$ cat config.mk
export PLATFORM = sky130hd
export DESIGN_NAME = rf_wb_scheduler
export DESIGN_NICKNAME = d
export VERILOG_FILES = /design/src/rtl/rf_ctrl_pkg.sv /design/src/rtl/rr_arbiter2.sv /design/src/rtl/rf_wb_scheduler.sv
export SDC_FILE = /design/constraint.sdc
export NUM_CORES = 1
export LEC_CHECK = 0
export ABC_AREA = 1
export CAP_MARGIN = 20
export CORE_MARGIN = 2
export CORE_UTILIZATION = 42
export DETAILED_ROUTE_END_ITERATION = 12
export PLACE_DENSITY = 0.86
export SLEW_MARGIN = 10
export SYNTH_ARGS = -nofsm -noshare
export SYNTH_HDL_FRONTEND = slang
export SYNTH_SLANG_ARGS = --single-unit
export TNS_END_PERCENT = 10
$ cat constraint.sdc
create_clock -name clk -period 2.5 [get_ports clk]
set_clock_uncertainty 0.2 [all_clocks]
set_input_delay 0.75 -clock clk [delete_from_list [all_inputs] [get_ports clk]]
set_output_delay 0.75 -clock clk [all_outputs]
set_load 0.02 [all_outputs]
$ cat src/rtl/rf_ctrl_pkg.sv
// rf_ctrl_pkg: shared types and constants for the register-file writeback path.
package rf_ctrl_pkg;
    localparam int RF_ADDR_W = 5;
    localparam int RF_DATA_W = 32;
    localparam int NUM_REGS  = 2 ** RF_ADDR_W;
    localparam int REQ_ALU   = 0;
    localparam int REQ_LSU   = 1;
    typedef struct packed {
        logic [RF_ADDR_W-1:0] rd;
        logic [RF_DATA_W-1:0] data;
    } wb_req_t;
endpackage

$ cat src/rtl/rr_arbiter2.sv
// rr_arbiter2: two-way round-robin arbiter; ties go to the requester that did not win last.
module rr_arbiter2
    import rf_ctrl_pkg::*;
(
    input  logic       clk,
    input  logic       rst,
    input  logic [1:0] req,
    input  logic       accept,
    output logic [1:0] gnt
);
    logic last_grant;
    always_comb gnt = (req == 2'b11) ? (last_grant ? 2'b01 : 2'b10) : req;
    always_ff @(posedge clk) begin
        if (rst)
            last_grant <= 1'(REQ_LSU);
        else if (accept)
            last_grant <= gnt[REQ_LSU];
    end
endmodule

$ cat src/rtl/rf_wb_scheduler.sv
// rf_wb_scheduler: arbitrates ALU/LSU writebacks onto the single RF write port
// and tracks pending writes so decode can stall on RAW hazards.
module rf_wb_scheduler
    import rf_ctrl_pkg::*;
#(
    parameter int ADDR_WIDTH = RF_ADDR_W,
    parameter int DATA_WIDTH = RF_DATA_W
) (
    input  logic                  clk,
    input  logic                  rst,
    input  logic                  alu_valid,
    input  logic [ADDR_WIDTH-1:0] alu_rd,
    input  logic [DATA_WIDTH-1:0] alu_data,
    output logic                  alu_ready,
    input  logic                  lsu_valid,
    input  logic [ADDR_WIDTH-1:0] lsu_rd,
    input  logic [DATA_WIDTH-1:0] lsu_data,
    output logic                  lsu_ready,
    input  logic                  issue_valid,
    input  logic [ADDR_WIDTH-1:0] issue_rd,
    input  logic [ADDR_WIDTH-1:0] rs1_addr,
    input  logic [ADDR_WIDTH-1:0] rs2_addr,
    output logic                  rs1_busy,
    output logic                  rs2_busy,
    output logic                  rf_wr_en,
    output logic [ADDR_WIDTH-1:0] rf_wr_addr,
    output logic [DATA_WIDTH-1:0] rf_wr_data,
    output logic                  wb_err
);
    localparam int DEPTH = 2 ** ADDR_WIDTH;
    logic [1:0]            gnt;
    logic                  accept;
    logic                  wr_hit;
    logic                  err_hit;
    logic [ADDR_WIDTH-1:0] wb_rd;
    logic [DATA_WIDTH-1:0] wb_data;
    logic [DEPTH-1:0]      pending;
    logic [DEPTH-1:0]      pending_nxt;
    rr_arbiter2 u_arb (
        .clk    (clk),
        .rst    (rst),
        .req    ({lsu_valid, alu_valid}),
        .accept (accept),
        .gnt    (gnt)
    );
    always_comb begin
        alu_ready = gnt[REQ_ALU];
        lsu_ready = gnt[REQ_LSU];
        accept    = (alu_valid & alu_ready) | (lsu_valid & lsu_ready);
        wb_rd     = lsu_ready ? lsu_rd : alu_rd;
        wb_data   = lsu_ready ? lsu_data : alu_data;
        wr_hit    = accept && (wb_rd != '0);
        err_hit   = wr_hit && !pending[wb_rd] && !(issue_valid && issue_rd == wb_rd);
        rs1_busy  = pending[rs1_addr];
        rs2_busy  = pending[rs2_addr];
    end
    // Clear before set so a new producer issued during the retiring write keeps the bit.
    always_comb begin
        pending_nxt = pending;
        if (rf_wr_en)
            pending_nxt[rf_wr_addr] = 1'b0;
        if (issue_valid)
            pending_nxt[issue_rd] = 1'b1;
        pending_nxt[0] = 1'b0;
    end
    always_ff @(posedge clk) begin
        if (rst) begin
            rf_wr_en   <= 1'b0;
            rf_wr_addr <= '0;
            rf_wr_data <= '0;
            pending    <= '0;
            wb_err     <= 1'b0;
        end else begin
            rf_wr_en <= wr_hit;
            if (wr_hit) begin
                rf_wr_addr <= wb_rd;
                rf_wr_data <= wb_data;
            end
            pending <= pending_nxt;
            wb_err  <= wb_err | err_hit;
        end
    end
endmodule
==> impl_metrics.tcl, run 1 <==
set metrics [dict create \
    drtAntennaViolNets 0 \
    grt_use_total_pct 30.0 \
    dp.cells 943 \
    wl_per_cell_um 16.3 \
    syn_area_per_cell_um2 6.48 \
    fmax_mhz 361 \
    synth_top_area_share_pct 34.9 \
    layout.cells.non_filler 963 \
    crit_required_ps 1550 \
    initial_core_util_pct 43.7 \
    area_growth_pct 57.1 \
    io_pins 137 \
    fin_crit_ps 2770 \
    worstPathCellList "buf_12 -> clkinvlp_4 -> o21ai_1 -> a21oi_1 -> o21ai_1 -> nand3_1 -> a31oi_4 -> buf_6" \
    finalHoldViolCount 0 \
    cts_made_buffers 9 \
    powerDensity_nw_per_um2 505 \
    peakVddDrop_uv 377 \
    final_area_um2 6400 \
    die_w_um 103 \
    finalMaxSlewViolations 0 \
    drc_errors 0 \
    wl_um 15700 \
    critPathLaunchType "primary input" \
    yosysSeqAreaShare_pct 34.9 \
    final_common_cell "nand2_1" \
    grt-busiest-layer "met2" \
    drt_iter0_drc 510 \
    antenna_found_initial 0 \
    core_area_um2 9330 \
    dpl_cell_area_um2 6080 \
    cts_max_level 3 \
    clockBufferDepth 2 \
    fp-row-count 35 \
    arrival_ps 1820 \
    critPathKind "in -> out" \
    cp_slowest_stage_delay_ps 180 \
    preCtsSetupSlack_ps -1250 \
    cp_num_buf_inv 3 \
    num_vias 5305 \
    violations "setup timing" \
    port_buffers 136 \
    use_met3_pct 8.00 \
    via_per_inst 5.51 \
    n_antenna_cell 0 \
    fin_crit_sh_pct 111 \
    critical-path-top-delay-family "compound AO/OA/AOI/OAI gates" \
    die_h_um 103 \
    nets 923 \
    synth_area_um2 4080 \
    critPathSlowestCell "a31oi_4" \
    drive_above_1_share_pct 17.1 \
    layout_common_cells "nand2_1, clkdlybuf4s50_1, buf_4" \
    yosys_warnings 0 \
    cts.sinks 71 \
    die_area_um2 10500 \
    clockRootBuffer "clkbuf_8" \
    grt_pass1_vias 5062 \
    use_met1_pct 34.1 \
    path_clk_slew_ps 70 \
    dp_hpwl_um 11600 \
    synth_nets 723 \
    drv_cap 0 \
    synth_area_leader_cell "dfxtp_1" \
    clock_latency_ps 350 \
    met2_usage_pct 52.1 \
    status "finished, violations left" \
    relSlewSlack_pct 64.3 \
    synth_area_leaders "dfxtp_1, nand2_1, o21ai_0, a21oi_1, nand3_1" \
    setup_slack_ps -269 \
    crit_path_end_kind "output port" \
    rsz0062_at_grt "true" \
    setup_violations 2 \
    crit_top_cell "o21ai_1" \
    first_pass_iters 5 \
    grt_pass1_wl_um 24400 \
    ys_types 23 \
    hold_path.class "reg -> reg" \
    grt_max_degree 48 \
    gp_routability_congestion 1.02 \
    cts_tree "built" \
    tightest_slew_ps 531 \
    synth_seq_cells 71 \
    globalRouteOverflowTotal 0 \
    crit_fanout 8 \
    p_leak_uw 0.00259 \
    synth_cells 629 \
]
==> metrics by stage <==
stage | hold slack, ps | util (%) | TNS (ps) | total power, uW
floorplan | 250 | - | -374 | 1740
global placement | 253 | 65.2 | -15970 | 2180
detailed placement | 262 | 65.2 | -18250 | 2200
finish | 271 | 68.7 | -450 | 3240
CTS | 272 | 68.5 | -413 | 3230
global route | 313 | 68.7 | -579 | 3380
==> cell usage after synthesis <==
cell	number
inv_2	1
nor3_1	13
nand3_1	58
clkbuf_1	14
o21ai_0	107
buf_6	6
nand2_1	151
a31oi_1	34
buf_12	1
o21ai_2	2
nand4_2	1
o21ai_4	3
dfxtp_1	71
nor2_1	12
buf_2	5
nand2_4	1
a21oi_1	69
nor2_2	1
buf_1	3
o211ai_1	3
buf_4	2
nand2_2	6
inv_1	65
==> state kept, by name (all words and copies together), names as in the netlist <==
register          flops
rf_wr_en              1
pending              31
rf_wr_data           32
rf_wr_addr            5
wb_err                1
u_arb.last_grant      1
==> layer usage <==
metal | part of all wire [%] | routed length (um) | vias to the layer above
met5 | 0 | 0 | -
met4 | 5.6 | 872 | 0
met3 | 9.6 | 1500 | 66
met2 | 48 | 7530 | 299
met1 | 37 | 5760 | 2396
li1 | - | - | 2544
==> path summary, 6_finish.rpt <==
kind,cells after the start,startpoint,endpoint,slack (ps)
worst max-delay path,8,rs1_addr[0],rs1_busy,-270
worst min-delay path,2,wb_err,wb_err,270
worst max register to register,13,u_arb.last_grant,wb_err,460
worst min register to register,2,wb_err,wb_err,270
==> power by group <==
part | internal [uW] | leakage, uW | switching [uW] | total (uW)
combinational | 457 | 0.00191 | 499 | 956
clock | 567 | 0.000103 | 457 | 1020
sequential | 1200 | 0.000583 | 52.1 | 1260
total | 2230 | 0.00259 | 1010 | 3240
==> final cells by class <==
| cell class | count | area [um^2] |
|---|---|---|
| sequential | 71 | 1420 |
| tap | 129 | 161 |
| multi-input combinational | 461 | 2290 |
| inverter | 66 | 260 |
| timing repair inverter | 2 | 15.0 |
| clock buffer | 10 | 128 |
| timing repair buffer | 218 | 2030 |
| clock inverter | 6 | 92.6 |
| fill | 783 | 2920 |
==> cell families (layout without fill, tap and decap cells) <==
| logic type | count (synthesis) | in the layout | share of synthesized area [%] |
|---|---|---|---|
| AND/OR/NAND/NOR | 243 | 243 | 25.4 |
| AO/OA/AOI/OAI | 218 | 218 | 29.0 |
| buffers and inverters | 97 | 302 | 10.8 |
| flip-flops | 71 | 71 | 34.9 |
==> worst reg2reg max path: stages (launching register included) <==
cell     delay (ps)
dfxtp_1         350
nand2_2          60
nand2_2          70
buf_6           200
nand2_1         110
nand2_2         110
buf_12          150
nor2_1           60
nor3_1          240
nand3_1         110
nand2_1          80
inv_1            40
nand3_1          70
a21oi_1          60
==> timing repair <==
action / CTS / global route
gates cloned: 3 / 0
endpoints found under the setup margin: 38 / 4
gates resized for setup: 90 / 6
setup buffers: 1 / 0
hold buffers: 0 / 0
pin swaps: 22 / 4
No activity file was read; power rests on OpenSTA's default activity.
==> run 2: changes to the inputs <==
--- a/config.mk
+++ b/config.mk
@@ -10,6 +10,7 @@
 export CORE_MARGIN = 2
 export CORE_UTILIZATION = 42
 export DETAILED_ROUTE_END_ITERATION = 12
+export MAX_ROUTING_LAYER = met4
 export PLACE_DENSITY = 0.86
 export SLEW_MARGIN = 10
 export SYNTH_ARGS = -nofsm -noshare
==> impl_metrics.tcl, run 2 (synthesized netlist as in run 1, its figures left out) <==
set metrics [dict create \
    status "finished, violations left" \
    violations "setup timing" \
    clockBufferDepth 2 \
    drc_errors 0 \
    cts.sinks 71 \
    first_pass_iters 5 \
    startpoint "rs1_addr[1]" \
    relSlewSlack_pct 68.2 \
    grt_max_degree 48 \
    fin_crit_sh_pct 110 \
    wl_per_cell_um 16.3 \
    cp_num_buf_inv 3 \
    num_vias 5332 \
    p_leak_uw 0.00264 \
    num-fill-cells 780 \
    dp_hpwl_um 11800 \
    crit_required_ps 1550 \
    finalHoldViolCount 0 \
    regMostFlops "rf_wr_data" \
    core_area_um2 9330 \
    cts_made_buffers 9 \
    wl_um 15800 \
    drt_iter0_drc 307 \
    fp-row-count 35 \
    critPathLaunchType "primary input" \
    wl_met2_um 7570 \
    hold_path_startpoint "pending[13]" \
    r2r-start "u_arb.last_grant" \
    die_w_um 103 \
    area_growth_pct 57.8 \
    fin_crit_ps 2760 \
    n_antenna_cell 0 \
    critical-path-top-delay-family "compound AO/OA/AOI/OAI gates" \
    worstPathCellList "buf_4 -> buf_4 -> o21ai_0 -> o21ai_0 -> o211ai_1 -> nand2_1 -> nor2_2 -> a31oi_4 -> buf_6" \
    die_area_um2 10500 \
    clock_latency_ps 350 \
    largest_register_ffs 32 \
    setup_slack_ps -259 \
    initial_core_util_pct 43.7 \
    reg.largest.list "rf_wr_data (32), pending (31), rf_wr_addr (5)" \
    final_common_cell "nand2_1" \
    via_per_inst 5.53 \
    peakVddDrop_uv 306 \
    setup_violations 2 \
    grt_pass1_wl_um 25000 \
    crit_path_end_kind "output port" \
    cts_max_level 3 \
    cts_setup_buffers 0 \
    die_h_um 103 \
    critPathKind "in -> out" \
    cts_tree "built" \
    timing.setup.tns_ps -490 \
    crit_fanout 5 \
    port_buffers 136 \
    critPathSlowestCell "o21ai_0" \
    final_area_um2 6430 \
    wl_met3_um 1540 \
    tightest_slew_ps 473 \
    dpl_cell_area_um2 6110 \
    antenna_found_initial 0 \
    io_pins 137 \
    gp_routability_congestion 0.995 \
    drv_cap 0 \
    globalRouteOverflowTotal 0 \
    grt_pass1_vias 5304 \
    cp_slowest_stage_delay_ps 190 \
    powerDensity_nw_per_um2 487 \
    rsz0062_at_grt "true" \
    drtAntennaViolNets 0 \
    layout_common_cells "nand2_1, clkdlybuf4s50_1, o21ai_0" \
    path_clk_slew_ps 80 \
    hold_path.class "reg -> reg" \
    arrival_ps 1810 \
    nets 925 \
    finalMaxSlewViolations 0 \
    fmax_mhz 362 \
    drive_above_1_share_pct 17.5 \
    grt_use_total_pct 31.6 \
    clockRootBuffer "clkbuf_8" \
    wl_met1_um 5890 \
    highest_layer "met4" \
]
-- run 2: path summary, 6_finish.rpt --
path                                 endpoint  slack (ps)  cells past startpoint
worst min register to register    pending[13]         280                      2
worst min-delay path              pending[13]         280                      2
worst max register to register  rf_wr_data[8]         500                     12
worst max-delay path                 rs1_busy        -260                      9
-- run 2: routing by layer --
metal / up-vias / track usage (%)
met1: 2416 / 35.9
met5: - / -
met3: 65 / 5.97
met4: 0 / 15.1
met2: 315 / 53.4
li1: 2536 / -
-- run 2: cell type report --
cell class	instances	area (um^2)	area share, %
repair buffers	221	2080	32.3
clock inverters	7	71.3	1.11
multi-input cells	461	2300	35.8
flip-flops and latches	71	1420	22.1
well taps	129	161	2.51
repair inverters	1	7.51	0.117
inverters	66	268	4.16
clock buffers	9	124	1.93
-- run 2: power breakdown --
group / switching [uW] / internal (uW)
Clock: 448 / 462
Combinational: 506 / 464
Sequential: 52.1 / 1200
Total: 1010 / 2130
-- run 2: tightest hold or removal path, cell delays in order (launching register included) --
cell	delay (ps)
dfxtp_1	310
o21ai_0	70
a21oi_1	60
-- run 2: repair_timing --
action / CTS / global route
setup endpoints to repair: 38 / 10
gates resized for setup: 91 / 9
hold buffers: 0 / 0
pin swaps: 17 / 2
cloned: 2 / 0
-- run 2: metrics by stage --
stage | cells | setup slack [ps] | hold WS (ps) | power (uW) | util [%]
finish | 965 | -259 | 276 | 3140 | 69.0
detailed placement | 947 | -1270 | 265 | 2210 | 65.5
CTS | 965 | -242 | 276 | 3140 | 68.7
floorplan | 629 | -128 | 250 | 1740 | -
global route | 965 | -339 | 292 | 3280 | 69.0
global placement | 947 | -1200 | 256 | 2180 | 65.5
==> run 3: changes to the inputs <==
--- a/config.mk
+++ b/config.mk
@@ -5,13 +5,12 @@
 export SDC_FILE = /design/constraint.sdc
 export NUM_CORES = 1
 export LEC_CHECK = 0
-export ABC_AREA = 1
 export CAP_MARGIN = 20
 export CORE_MARGIN = 2
 export CORE_UTILIZATION = 42
 export DETAILED_ROUTE_END_ITERATION = 12
 export MAX_ROUTING_LAYER = met4
-export PLACE_DENSITY = 0.86
+export PLACE_DENSITY = 0.85
 export SLEW_MARGIN = 10
 export SYNTH_ARGS = -nofsm -noshare
 export SYNTH_HDL_FRONTEND = slang
==> impl_metrics.tcl, run 3 <==
set metrics [dict create \
    status "finished, violations left" \
    violations "setup timing" \
    fin_crit_ps 3320 \
    setup_slack_ps -815 \
    wl_um 17300 \
    crit_path_end_kind "output port" \
    final_common_cell "clkdlybuf4s50_1" \
    relSlewSlack_pct 73.2 \
    crit_fanout 5 \
    fp-row-count 36 \
    setup_violations 4 \
    finalMaxSlewViolations 0 \
    syn_area_per_cell_um2 8.41 \
    cts.sinks 71 \
    drc_errors 0 \
    preCtsSetupSlack_ps -1690 \
    fmax_mhz 302 \
    drive_above_1_share_pct 25.8 \
    grt_pass1_vias 4954 \
    n_antenna_cell 0 \
    gp_routability_congestion 1.04 \
    tightest_slew_ps 398 \
    peakVddDrop_uv 282 \
    grt_max_degree 61 \
    fin_crit_sh_pct 133 \
    nets 798 \
    drv_cap 0 \
    ys_top_cells_by_count "nand2_1, dfxtp_1, nor2_1, clkbuf_1, o21ai_0" \
    drtAntennaViolNets 0 \
    rsz0062_at_grt "true" \
    wl_per_cell_um 20.6 \
    crit_required_ps 1550 \
    synth_top_area_share_pct 34.0 \
    synth_seq_cells 71 \
    cts_tree "built" \
    dpl_cell_area_um2 6220 \
    p_leak_uw 0.00270 \
    die_h_um 104 \
    die_w_um 104 \
    globalRouteOverflowTotal 0 \
    core_area_um2 9730 \
    die_area_um2 10800 \
    clockRootBuffer "clkbuf_8" \
    synth_most_common_cell "nand2_1" \
    grt_use_total_pct 31.3 \
    yosys_warnings 0 \
    synth_cells 497 \
    clockBufferDepth 2 \
    path_clk_slew_ps 80 \
    io_pins 137 \
    hold_path.class "reg -> reg" \
    area_growth_pct 60.3 \
    async_flop_share_pct 0 \
    regMostFlops "rf_wr_data" \
    num_vias 5083 \
    reg.largest.list "rf_wr_data (32), pending (31), rf_wr_addr (5)" \
    reg2reg_depth 7 \
    final_area_um2 6700 \
    yosysSeqAreaShare_pct 34.0 \
    antenna_found_initial 0 \
    critPathLaunchType "primary input" \
    timing.setup.tns_ps -1620 \
    layout_common_cells "clkdlybuf4s50_1, nand2_1, buf_4" \
    clock_latency_ps 360 \
    synth_area_leaders "dfxtp_1, mux4_2, nand2_1, a311oi_1, nor2_1" \
    dp_hpwl_um 12400 \
    cts_max_level 3 \
    synth_area_leader_cell "dfxtp_1" \
    synth_nets 591 \
    arrival_ps 2370 \
    port_buffers 136 \
    synth_area_um2 4180 \
    ys_types 48 \
    initial_core_util_pct 42.9 \
    power_uw 3040 \
    grt_pass1_wl_um 26100 \
    cts_made_buffers 9 \
    drt_iter0_drc 632 \
    hold_path_depth 2 \
    largest_register_ffs 32 \
    synth_edf_count 0 \
    finalHoldViolCount 0 \
    via_per_inst 6.04 \
    powerDensity_nw_per_um2 454 \
    critPathKind "in -> out" \
    first_pass_iters 5 \
    synthFlopType "dfxtp_1" \
    hold_ws_ps 303 \
    postCtsHoldBufs 0 \
]
==> run 3: routing by layer <==
| metal | vias up | routed length, um | track usage (%) |
|---|---|---|---|
| met2 | 383 | 8120 | 49.1 |
| met4 | 0 | 990 | 16.5 |
| met1 | 2348 | 6340 | 37.4 |
| met3 | 113 | 1840 | 7.87 |
| li1 | 2239 | - | - |
| met5 | - | 0 | - |
==> run 3: through the flow <==
step | utilization [%] | std cells
2_1_floorplan | - | 497
3_3_place_gp | 63.9 | 812
3_5_place_dp | 63.9 | 812
4_1_cts | 66.8 | 834
5_1_grt | 68.8 | 841
6_report | 68.8 | 841
==> run 3: critical path, cell delays in order <==
cell	delay, ps
buf_8	80
buf_8	110
mux4_2	500
mux4_2	490
mux2_4	300
buf_6	130
==> run 3: area by class of cell <==
type	instances	area (um^2)
fill	696	3030
clock inverter	4	47.5
inverter	8	42.5
timing repair buffer	240	2230
clock buffer	11	131
sequential	71	1420
tap	133	166
multi-input combinational	374	2660
==> run 3: path summary, 6_finish.rpt <==
path / from / endpoint / slack [ps]
max: rs1_addr[0] / rs1_busy / -820
min: rf_wr_data[28] / rf_wr_data[28] / 300
max reg2reg: u_arb.last_grant / wb_err / 60
min reg2reg: rf_wr_data[28] / rf_wr_data[28] / 300
==> run 3: what timing repair did <==
action | in CTS | in global routing
gates cloned | 1 | 0
setup buffers | 6 | 8
gates resized for setup | 59 | 43
setup endpoints to repair | 45 | 36
pin swaps | 3 | 13
==> run 3: kinds of logic after synthesis <==
group,after synthesis,synth area share (%)
xor gates and xnor gates,8,1.68
DFF,71,34.0
AOI/OAI and AO/OA,130,20.8
and+or+nand+nor,196,20.4
muxes,40,18.0
buffers and inverters,52,5.09
==> run 3: report_power, final <==
group	switching (uW)	internal, uW
registers	54.1	1200
clock network	439	453
logic	432	467
